[src/rtl/glitch_pkg.sv]
// -----------------------------------------------------------------------------
// glitch_pkg
//
// Shared definitions for the glitch_control datapath. This slice uses them in
// trigger_delay and sync_edge_detect.
//
// Contents:
//   DELAY_WIDTH_DEFAULT  default width of the trigger-to-fire delay counter
//   SYNC_STAGES_DEFAULT  default depth of the trigger synchroniser
//   EDGE_RISE/EDGE_FALL  encodings of the edge_sel_i input
//   trig_state_t         state encoding of the trigger_delay controller
//   is_busy_state()      true for the states that report busy_o
// -----------------------------------------------------------------------------
package glitch_pkg;

  localparam int DELAY_WIDTH_DEFAULT = 16;
  localparam int SYNC_STAGES_DEFAULT = 2;

  // edge_sel_i encodings, latched at arm time.
  localparam logic EDGE_RISE = 1'b0;
  localparam logic EDGE_FALL = 1'b1;

  typedef enum logic [1:0] {
    ST_IDLE      = 2'd0,  // waiting for an arm strobe
    ST_ARMED     = 2'd1,  // waiting for the selected trigger edge
    ST_DELAY     = 2'd2,  // counting down the programmed delay
    ST_WAIT_DONE = 2'd3   // fired; waiting for the pulser to finish
  } trig_state_t;

  // DELAY and WAIT_DONE are the states in which a pulse is in flight.
  function automatic logic is_busy_state(input trig_state_t s);
    return (s == ST_DELAY) || (s == ST_WAIT_DONE);
  endfunction

endpackage

[src/rtl/sync_edge_detect.sv]
// -----------------------------------------------------------------------------
// sync_edge_detect
//
// Brings the asynchronous target trigger into the clk domain and produces
// registered one-cycle rise/fall pulses.
//
// A transition sampled by the first synchroniser flop at clock edge E0 shows
// up on rise_o/fall_o in the cycle following edge E0+SYNC_STAGES. For the
// first SYNC_STAGES+1 edges after reset the pulses are masked, so a trigger
// that is already high when reset is released is not mistaken for a rising
// edge.
//
// Parameters:
//   SYNC_STAGES  synchroniser depth, must be >= 2
//
// Ports:
//   clk        in   system clock
//   rst        in   synchronous, active-high reset
//   trigger_i  in   asynchronous trigger from the target
//   rise_o     out  one-cycle pulse: synchronised trigger went 0 -> 1
//   fall_o     out  one-cycle pulse: synchronised trigger went 1 -> 0
// -----------------------------------------------------------------------------
module sync_edge_detect
  import glitch_pkg::*;
#(
  parameter int SYNC_STAGES = SYNC_STAGES_DEFAULT
) (
  input  logic clk,
  input  logic rst,
  input  logic trigger_i,
  output logic rise_o,
  output logic fall_o
);

  // Edges are masked until the warm-up counter reaches this value.
  localparam int WARMUP  = SYNC_STAGES + 1;
  localparam int WARM_W  = $clog2(WARMUP + 1);

  logic [SYNC_STAGES-1:0] sync_q;    // sync_q[0] faces the pin
  logic                   last_q;    // delayed copy of the final stage
  logic [WARM_W-1:0]      warm_cnt;
  logic                   warm_done;
  logic                   sync_out;

  assign sync_out  = sync_q[SYNC_STAGES-1];
  assign warm_done = (warm_cnt == WARM_W'(WARMUP));

  // NOTE: non-blocking assignments make every flop capture its neighbour's
  // pre-edge value; blocking ones would collapse the chain into a single flop.
  always_ff @(posedge clk) begin
    if (rst) begin
      sync_q   <= '0;
      last_q   <= 1'b0;
      warm_cnt <= '0;
      rise_o   <= 1'b0;
      fall_o   <= 1'b0;
    end else begin
      sync_q <= {sync_q[SYNC_STAGES-2:0], trigger_i};
      last_q <= sync_out;

      if (!warm_done) begin
        warm_cnt <= warm_cnt + WARM_W'(1);
      end

      // Registered pulses; compare against the previous sample of the
      // synchroniser output so each transition yields exactly one pulse.
      rise_o <= warm_done &&  sync_out && !last_q;
      fall_o <= warm_done && !sync_out &&  last_q;
    end
  end

endmodule

[src/rtl/trigger_delay.sv]
// -----------------------------------------------------------------------------
// trigger_delay
//
// Arming and trigger-delay stage in front of the pulser. Once armed, it waits
// for the selected edge of the synchronised target trigger, counts the
// programmed number of cycles, then issues a one-cycle fire strobe that starts
// the pulse train. Each fire consumes the arm; a new arm is needed for the
// next one.
//
// Latency: with D the delay latched at arm time, fire_o rises
// SYNC_STAGES + 1 + D cycles after the trigger transition is first sampled.
//
// If the delay expires while the pulser is not ready, nothing is fired, the
// sticky missed_o flag is raised and the controller returns to idle. missed_o
// is cleared by the next accepted arm.
//
// Parameters:
//   SYNC_STAGES  trigger synchroniser depth (>= 2)
//   DELAY_WIDTH  width of delay_i and the delay counter
//
// Ports:
//   clk             in   system clock
//   rst             in   synchronous, active-high reset
//   arm_i           in   one-cycle arm strobe (accepted only in idle)
//   disarm_i        in   one-cycle abort strobe (acts in armed/delay)
//   edge_sel_i      in   0 = rising, 1 = falling; latched at arm
//   delay_i         in   trigger-to-fire delay in cycles; latched at arm
//   trigger_i       in   asynchronous trigger from the target
//   pulser_ready_i  in   pulser idle/ready indication
//   fire_o          out  one-cycle enable strobe to the pulser
//   armed_o         out  waiting for the trigger edge
//   busy_o          out  counting the delay or waiting for the pulser
//   missed_o        out  sticky: delay expired while the pulser was busy
// -----------------------------------------------------------------------------
module trigger_delay
  import glitch_pkg::*;
#(
  parameter int SYNC_STAGES = SYNC_STAGES_DEFAULT,
  parameter int DELAY_WIDTH = DELAY_WIDTH_DEFAULT
) (
  input  logic                   clk,
  input  logic                   rst,
  input  logic                   arm_i,
  input  logic                   disarm_i,
  input  logic                   edge_sel_i,
  input  logic [DELAY_WIDTH-1:0] delay_i,
  input  logic                   trigger_i,
  input  logic                   pulser_ready_i,
  output logic                   fire_o,
  output logic                   armed_o,
  output logic                   busy_o,
  output logic                   missed_o
);

  trig_state_t            state_q, state_d;
  logic [DELAY_WIDTH-1:0] dly_q, dly_d;
  logic [DELAY_WIDTH-1:0] cnt_q, cnt_d;
  logic                   edge_q, edge_d;
  logic                   seen_busy_q, seen_busy_d;

  logic fire_d, armed_d, busy_d, missed_d;

  logic rise, fall;
  logic trig_edge;   // selected edge, valid only while armed
  logic arm_accept;  // arm strobe taken this cycle
  logic expire;      // the delay runs out this cycle: fire or miss

  // ---------------------------------------------------------------------------
  // Trigger synchroniser and edge detector
  // ---------------------------------------------------------------------------
  sync_edge_detect #(
    .SYNC_STAGES (SYNC_STAGES)
  ) u_sync_edge_detect (
    .clk       (clk),
    .rst       (rst),
    .trigger_i (trigger_i),
    .rise_o    (rise),
    .fall_o    (fall)
  );

  assign trig_edge  = (edge_q == EDGE_RISE) ? rise : fall;

  // Disarm beats a simultaneous arm.
  assign arm_accept = (state_q == ST_IDLE) && arm_i && !disarm_i;

  // The deciding cycle: a zero delay decides on the edge itself, otherwise
  // on the cycle the counter has reached zero. Disarm always takes priority.
  always_comb begin
    expire = 1'b0;
    case (state_q)
      ST_ARMED: expire = !disarm_i && trig_edge && (dly_q == '0);
      ST_DELAY: expire = !disarm_i && (cnt_q == '0);
      default:  expire = 1'b0;
    endcase
  end

  // ---------------------------------------------------------------------------
  // State register (also holds the registered outputs)
  // ---------------------------------------------------------------------------
  always_ff @(posedge clk) begin
    if (rst) begin
      state_q     <= ST_IDLE;
      dly_q       <= '0;
      cnt_q       <= '0;
      edge_q      <= 1'b0;
      seen_busy_q <= 1'b0;
      fire_o      <= 1'b0;
      armed_o     <= 1'b0;
      busy_o      <= 1'b0;
      missed_o    <= 1'b0;
    end else begin
      state_q     <= state_d;
      dly_q       <= dly_d;
      cnt_q       <= cnt_d;
      edge_q      <= edge_d;
      seen_busy_q <= seen_busy_d;
      fire_o      <= fire_d;
      armed_o     <= armed_d;
      busy_o      <= busy_d;
      missed_o    <= missed_d;
    end
  end

  // ---------------------------------------------------------------------------
  // Next-state logic
  // ---------------------------------------------------------------------------
  // NOTE: every signal assigned here gets a default first, so no path through
  // the case leaves it unassigned and no latch is inferred.
  always_comb begin
    state_d     = state_q;
    dly_d       = dly_q;
    cnt_d       = cnt_q;
    edge_d      = edge_q;
    seen_busy_d = seen_busy_q;

    case (state_q)
      ST_IDLE: begin
        if (arm_accept) begin
          dly_d   = delay_i;
          edge_d  = edge_sel_i;
          state_d = ST_ARMED;
        end
      end

      ST_ARMED: begin
        if (disarm_i) begin
          cnt_d   = '0;
          state_d = ST_IDLE;
        end else if (trig_edge) begin
          if (dly_q == '0) begin
            state_d = pulser_ready_i ? ST_WAIT_DONE : ST_IDLE;
          end else begin
            // One cycle of the delay is spent entering DELAY.
            cnt_d   = dly_q - DELAY_WIDTH'(1);
            state_d = ST_DELAY;
          end
        end
      end

      ST_DELAY: begin
        if (disarm_i) begin
          cnt_d   = '0;
          state_d = ST_IDLE;
        end else if (cnt_q == '0) begin
          state_d = pulser_ready_i ? ST_WAIT_DONE : ST_IDLE;
        end else begin
          cnt_d = cnt_q - DELAY_WIDTH'(1);
        end
      end

      ST_WAIT_DONE: begin
        // The pulser must be seen busy before its ready counts as "done";
        // the ready that allowed the fire is still high on entry.
        if (!pulser_ready_i) begin
          seen_busy_d = 1'b1;
        end else if (seen_busy_q) begin
          seen_busy_d = 1'b0;
          state_d     = ST_IDLE;
        end
      end

      default: begin
        state_d = ST_IDLE;
      end
    endcase

    if (expire) begin
      seen_busy_d = 1'b0;
    end
  end

  // ---------------------------------------------------------------------------
  // Output logic (values registered alongside the state)
  // ---------------------------------------------------------------------------
  always_comb begin
    fire_d   = expire && pulser_ready_i;
    armed_d  = (state_d == ST_ARMED);
    busy_d   = is_busy_state(state_d);
    missed_d = missed_o;
    if (expire && !pulser_ready_i) begin
      missed_d = 1'b1;
    end else if (arm_accept) begin
      missed_d = 1'b0;
    end
  end

endmodule

[config.mk]
export PLATFORM = sky130hd
export DESIGN_NAME = trigger_delay
export DESIGN_NICKNAME = d
export VERILOG_FILES = /design/src/rtl/glitch_pkg.sv /design/src/rtl/sync_edge_detect.sv /design/src/rtl/trigger_delay.sv
export SDC_FILE = /design/constraint.sdc
export NUM_CORES = 1
export LEC_CHECK = 0
export ABC_AREA = 1
export CAP_MARGIN = 25
export CORE_ASPECT_RATIO = 0.7
export CORE_MARGIN = 3
export CORE_UTILIZATION = 51
export CTS_CLUSTER_SIZE = 8
export DETAILED_ROUTE_END_ITERATION = 12
export PLACE_DENSITY = 0.79
export SETUP_SLACK_MARGIN = 0.5
export SLEW_MARGIN = 20
export SYNTH_ARGS = -nofsm -noshare
export SYNTH_HDL_FRONTEND = slang
export SYNTH_SLANG_ARGS = --single-unit
[constraint.sdc]
create_clock -name clk -period 1.74 [get_ports clk]
set_clock_uncertainty 0.15 [all_clocks]
set_input_delay 0.435 -clock clk [delete_from_list [all_inputs] [get_ports clk]]
set_output_delay 0.435 -clock clk [all_outputs]
set_load 0.01 [all_outputs]
# Word level (Yosys, flattened, before mapping)

Cells that the tools add are included.

Bits in registers: 47
Latch bits: 0
Bits in writable memories: 0
ROM bits: 0
Input bits: 23
Output and inout port bits: 4
Memories: 0

$add $sub $neg: 3
Multiply operators: 0
Div/mod/pow operators: 0
Order comparisons: 0
Eq/ne operators: 10
Shift operators: 0
Mux-type cells: 21
Bitwise operators: 0
Reduce and logical (&&, ||, !) cells: 24

Operators by type and width:

| operator                | number |
|---|---|
| $mux W16                | 5 |
| $logic_not A16 Y1       | 2 |
| $pmux W16 S2            | 1 |
| $sub A16 B1 Y16 const B | 2 |
| $mux W2                 | 9 |
| $logic_and A1 B1 Y1     | 11 |
| $eq A2 B2 Y1 const B    | 5 |
| $ne A3 B3 Y1 const B    | 3 |
| $pmux W2 S4             | 1 |
| $eq A2 B1 Y1 const B    | 2 |
| $logic_not A1 Y1        | 4 |
| $mux W1                 | 4 |
| $reduce_and A4 Y1       | 1 |
| $reduce_bool A2 Y1      | 2 |
| $add A2 B1 Y2 const B   | 1 |
| $logic_not A2 Y1        | 1 |
| $pmux W1 S2             | 1 |
| $reduce_and A2 Y1       | 1 |
| $reduce_or A2 Y1        | 1 |
| $logic_or A1 B1 Y1      | 1 |

# Logic depth before layout (Yosys ltp)

Word-level depth: 7
Depth in mapped cells: 12

# Hierarchy

From an unflattened synthesis, not the netlist that was laid out.

Cell total of the unflattened synthesis: 444
Area, all modules: 2,844.0 µm²

Modules (own cells, without submodules):

| module           | instances | cells each | area each (µm²) |
|---|---|---|---|
| trigger_delay    | 1         | 415        | 2,610.0 |
| sync_edge_detect | 1         | 29         | 234.0 |

# Worst setup path before layout

OpenSTA, ideal clock, no wires.

Path type: reg-to-reg
Start point: reg state_q[0]
End point: reg cnt_q[7]
Library setup time: 0.132 ns
Data arrival time: 1.519 ns
Data required time: 1.458 ns
Slack: -0.062 ns
Cell stages (with the launch flop): 12
Buffers on the path: 1
Clock period less this slack: 1.802 ns
Cells stage by stage: dfxtp_1 inv_1 ha_1 inv_2 nor2_1 inv_1 o22ai_2 nor2_4 clkinv_2 buf_6 nand2_1 a21oi_1

Longest elaborated chain between the ends: 3
Elaborated cells on any way between the ends: 8
Those cells by class: 5 x eq/ne; 1 x mux; 2 x reduce/logical

Ends and longest elaborated chain:

| element                                                             | RTL line             | source |
|---|---|---|
| start: declaration                                                  | trigger_delay.sv:55  | `trig_state_t state_q, state_d;` |
| start signal: assignment                                            | trigger_delay.sv:112 | `state_q <= state_d;` |
| $eq A2 B1 Y1 / $eq A2 B2 Y1 (equally long branches)                 | trigger_delay.sv:136 | `case (state_q)` |
| $ne A3 B3 Y1 (no line) / $reduce_bool A2 Y1 (equally long branches) | --                   |  |
| $reduce_and A4 Y1 (no line)                                         | --                   |  |
| end signal: assignment                                              | trigger_delay.sv:114 | `cnt_q <= cnt_d;` |
| end: declaration                                                    | trigger_delay.sv:57  | `logic [DELAY_WIDTH-1:0] cnt_q, cnt_d;` |

Parallel ways exist; a longest one is shown, timed or not.
A chain may end at the register's enable or synchronous reset.

# Worst setup path in the final report

Start point: reg dly_q[1]
End point: reg cnt_q[12]

Longest elaborated chain between the ends: 5
Elaborated cells on any way between the ends: 8
Those cells by class: 1 x add/sub; 1 x eq/ne; 4 x mux; 2 x reduce/logical

Ends and longest elaborated chain:

| element                  | RTL line             | source |
|---|---|---|
| start: declaration       | trigger_delay.sv:56  | `logic [DELAY_WIDTH-1:0] dly_q, dly_d;` |
| start signal: assignment | trigger_delay.sv:113 | `dly_q <= dly_d;` |
| $sub A16 B1 Y16          | trigger_delay.sv:154 | `cnt_d = dly_q - DELAY_WIDTH'(1);` |
| $mux W16                 | trigger_delay.sv:150 | `if (dly_q == '0) begin` |
| $mux W16                 | trigger_delay.sv:149 | `end else if (trig_edge) begin` |
| $mux W16                 | trigger_delay.sv:146 | `if (disarm_i) begin` |
| $pmux W16 S2             | trigger_delay.sv:136 |  |

Parallel ways exist; a longest one is shown, timed or not. The select of a mux whose other input is x is not followed.

==> metrics.yaml <==
yosys:
  netlist_area_mm2: 0.00274
  synth_largest_area_cell: "dfxtp_1"
  ys_types: 30
  ys_seq_area_share_pct: 34.3
  avgSynthCellArea_um2: 6.37
  netlist.area_leader.share_pct: 34.3
  yosys_warnings: 0
  ys_top_cells_by_area: "dfxtp_1 34%, nand2_1 13%, nand3_1 10%"
  ys_ff_latch: 47
  syn_nets: 462
  syn_inst: 430
floorplanning:
  core-area_mm2: 0.00497
  rows: 21
  start_util_pct: 55.2
  num_io_pins: 27
  die_height_um: 67.3
  dieArea_mm2: 0.00630
  chipWidth_um: 93.6
timing:
  slew-limit-headroom_pct: 70.3
  finalHoldViolCount: 0
  drv_slew: 0
  post-route-min-period_ns: 1.79
  setup-tns-final_ns: -0.593
  timing.final.crit_share_pct: 103
  worst_slew_pin_slew_ns: 0.442
  rsz0062_at_grt: "true"
  setup_viol: 17
  fin_ws_ns: -0.0535
  fmax_mhz: 558
power:
  power_leakage_nw: 1.67
  powerDensity_mw_per_mm2: 1050
  ir_drop_mv: 0.578
routing:
  drc: 0
  wl_per_cell_um: 15.3
  wl_um: 8750
  via_per_inst: 5.65
  vias: 3225
  initialDrtViolationCount: 367
  dr.pass1.iters: 5
  ant_nets: 0
worst_setup_path:
  crit_buf_inv: 4
  critPathKind: "reg2reg"
  cpLargestDelayFamily: "buffers and inverters"
  crit_path_max_fanout: 8
  cp-end-kind: "flip-flop"
  worstPathRequired_ns: 1.83
  cp_slowest_cell: "dfxtp_1"
  crit_chain: "inv_2 -> buf_4 -> ha_4 -> nand3_4 -> nor2_4 -> nand3_2 -> nand2_2 -> nor2_4 -> buf_12 -> clkbuf_16 -> nand3_2 -> a21oi_2"
  critPathLaunchType: "flip-flop"
  crit_arrival_ns: 1.89
  max_stage_delay_ns: 0.33
  crit_path_start: "dly_q[1]"
  r2r_start: "dly_q[1]"
clocking:
  root_buffer: "clkbuf_8"
  holdBufCountCts: 0
  clkTransAtPathRegs_ns: 0.10
  clock_latency_ns: 0.31
  cts_buffers: 5
  cts_tree: "yes"
  clockBufferDepth: 2
  htree_levels: 2
  cts_sinks: 47
final_layout:
  final_area_mm2: 0.00395
  final_nets: 533
  drive_gt1_share_pct: 31.9
  insertedDiodeCount: 0
  syn_to_final_growth_pct: 44.2
placement:
  place_ws_ns: -0.431
  dpl_cell_area_mm2: 0.00343
  gp_congestion: 0.974
  hpwl_um: 5760
  portBuffers: 26
worst_hold_path:
  hp-start: "u_sync_edge_detect.sync_q[0]"
  min_path_type: "reg2reg"
global_route:
  grt_pass1_wl_um: 14000
  antenna_found_initial: 0
  grt_remaining_overflow: 0
  grt_max_degree: 23
  grt_pass1_vias: 2983
  grt.total_usage_pct: 28.2
job:
  maxCapViolations: 0
run_status:
  status: "finished, violations left"
  violations: "setup timing"
synthesized netlist by cell type, drive strengths merged:
| cell | n |
|---|---|
| or2 | 1 |
| nand2 | 96 |
| buf | 4 |
| o21ai | 33 |
| xnor2 | 1 |
| nand4 | 2 |
| a21o | 2 |
| nand3 | 55 |
| clkinv | 2 |
| o211ai | 1 |
| nor3 | 6 |
| a21oi | 42 |
| xor2 | 2 |
| clkbuf | 10 |
| nor2 | 69 |
| dfxtp | 47 |
| ha | 9 |
| nor4 | 1 |
| o21bai | 3 |
| o22ai | 3 |
| inv | 41 |
path summary, 6_finish.rpt:
| kind | depth (start not counted) | end | slack, ns |
|---|---|---|---|
| setup reg to reg | 12 | cnt_q[12] | -0.05 |
| hold reg to reg | 2 | u_sync_edge_detect.sync_q[1] | 0.26 |
| hold / removal | 2 | u_sync_edge_detect.sync_q[1] | 0.26 |
| setup / recovery | 12 | cnt_q[12] | -0.05 |
cell families (layout without fill, tap and decap cells):
group / Yosys count / after routing / synth area share (%)
adders and majority gates: 9 / 9 / 4.11
DFF: 47 / 47 / 34.3
xor gates and xnor gates: 3 / 3 / 0.959
and+or+nand+nor: 230 / 230 / 36.0
buffers and inverters: 57 / 129 / 8.31
AOI/OAI and AO/OA: 84 / 84 / 16.3
flip-flops by register name, indices dropped and copies added (netlist names):
signal and count:
u_sync_edge_detect.fall_o 1, u_sync_edge_detect.sync_q 2, u_sync_edge_detect.last_q 1, missed_o 1, u_sync_edge_detect.warm_cnt 2, armed_o 1, dly_q 16, cnt_q 16
fire_o 1, u_sync_edge_detect.rise_o 1, edge_q 1, busy_o 1, seen_busy_q 1, state_q 2
placed cells by master (no fill, tap or decap), drive strengths merged, types with 6 or more instances in the layout:
| master | n |
|---|---|
| dfxtp | 47 |
| nand2 | 96 |
| nand3 | 55 |
| o21ai | 33 |
| clkbuf | 6 |
| inv | 42 |
| buf | 52 |
| a21oi | 42 |
| nor3 | 6 |
| clkdlybuf4s50 | 19 |
| nor2 | 69 |
| ha | 9 |
tightest hold or removal path, stage by stage (launching register included):
cell     delay (ns)
dfxtp_1        0.31
inv_1          0.04
nor2_1         0.03
metrics by stage:
step / power, W / util [%] / hold slack [ns] / std cells
after floorplan: 0.00240 / - / 0.238 / 430
after global placement: 0.00291 / 69.1 / 0.243 / 547
after detailed placement: 0.00297 / 69.1 / 0.254 / 547
after CTS: 0.00383 / 76.0 / 0.264 / 563
after global routing: 0.00440 / 79.6 / 0.286 / 571
final: 0.00414 / 79.6 / 0.261 / 571
where the power goes:
group | leakage [nW] | internal [W] | switching, W
Sequential | 0.390 | 0.00118 | 0.000104
Clock | 0.0485 | 0.000288 | 0.000398
Combinational | 1.23 | 0.000940 | 0.00123
Total | 1.67 | 0.00241 | 0.00173
cell type report:
class	count	area, um^2
Timing Repair Buffer	75	704
Fill cell	338	1010
Clock buffer	5	68.8
Inverter	43	180
Clock inverter	3	22.5
Multi-Input combinational cell	326	1900
Timing Repair inverter	3	23.8
Tap cell	69	86.3
Sequential cell	47	962
routing by layer:
layer  part of all wire, %  track usage, %  vias up
met4                   1.4            8.65        0
li1                      -               -     1553
met5                     0               0        -
met1                    45            37.4     1511
met2                    46            46.6      141
met3                   7.3            6.24       20
what timing repair did:
action / CTS / global route
hold endpoints to repair: 0 / 0
cloned: 3 / 2
setup endpoints to repair: 47 / 44
setup buffers: 5 / 6
pin swaps: 8 / 10
gates resized for setup: 93 / 28
No activity file was read; power rests on OpenSTA's default activity.
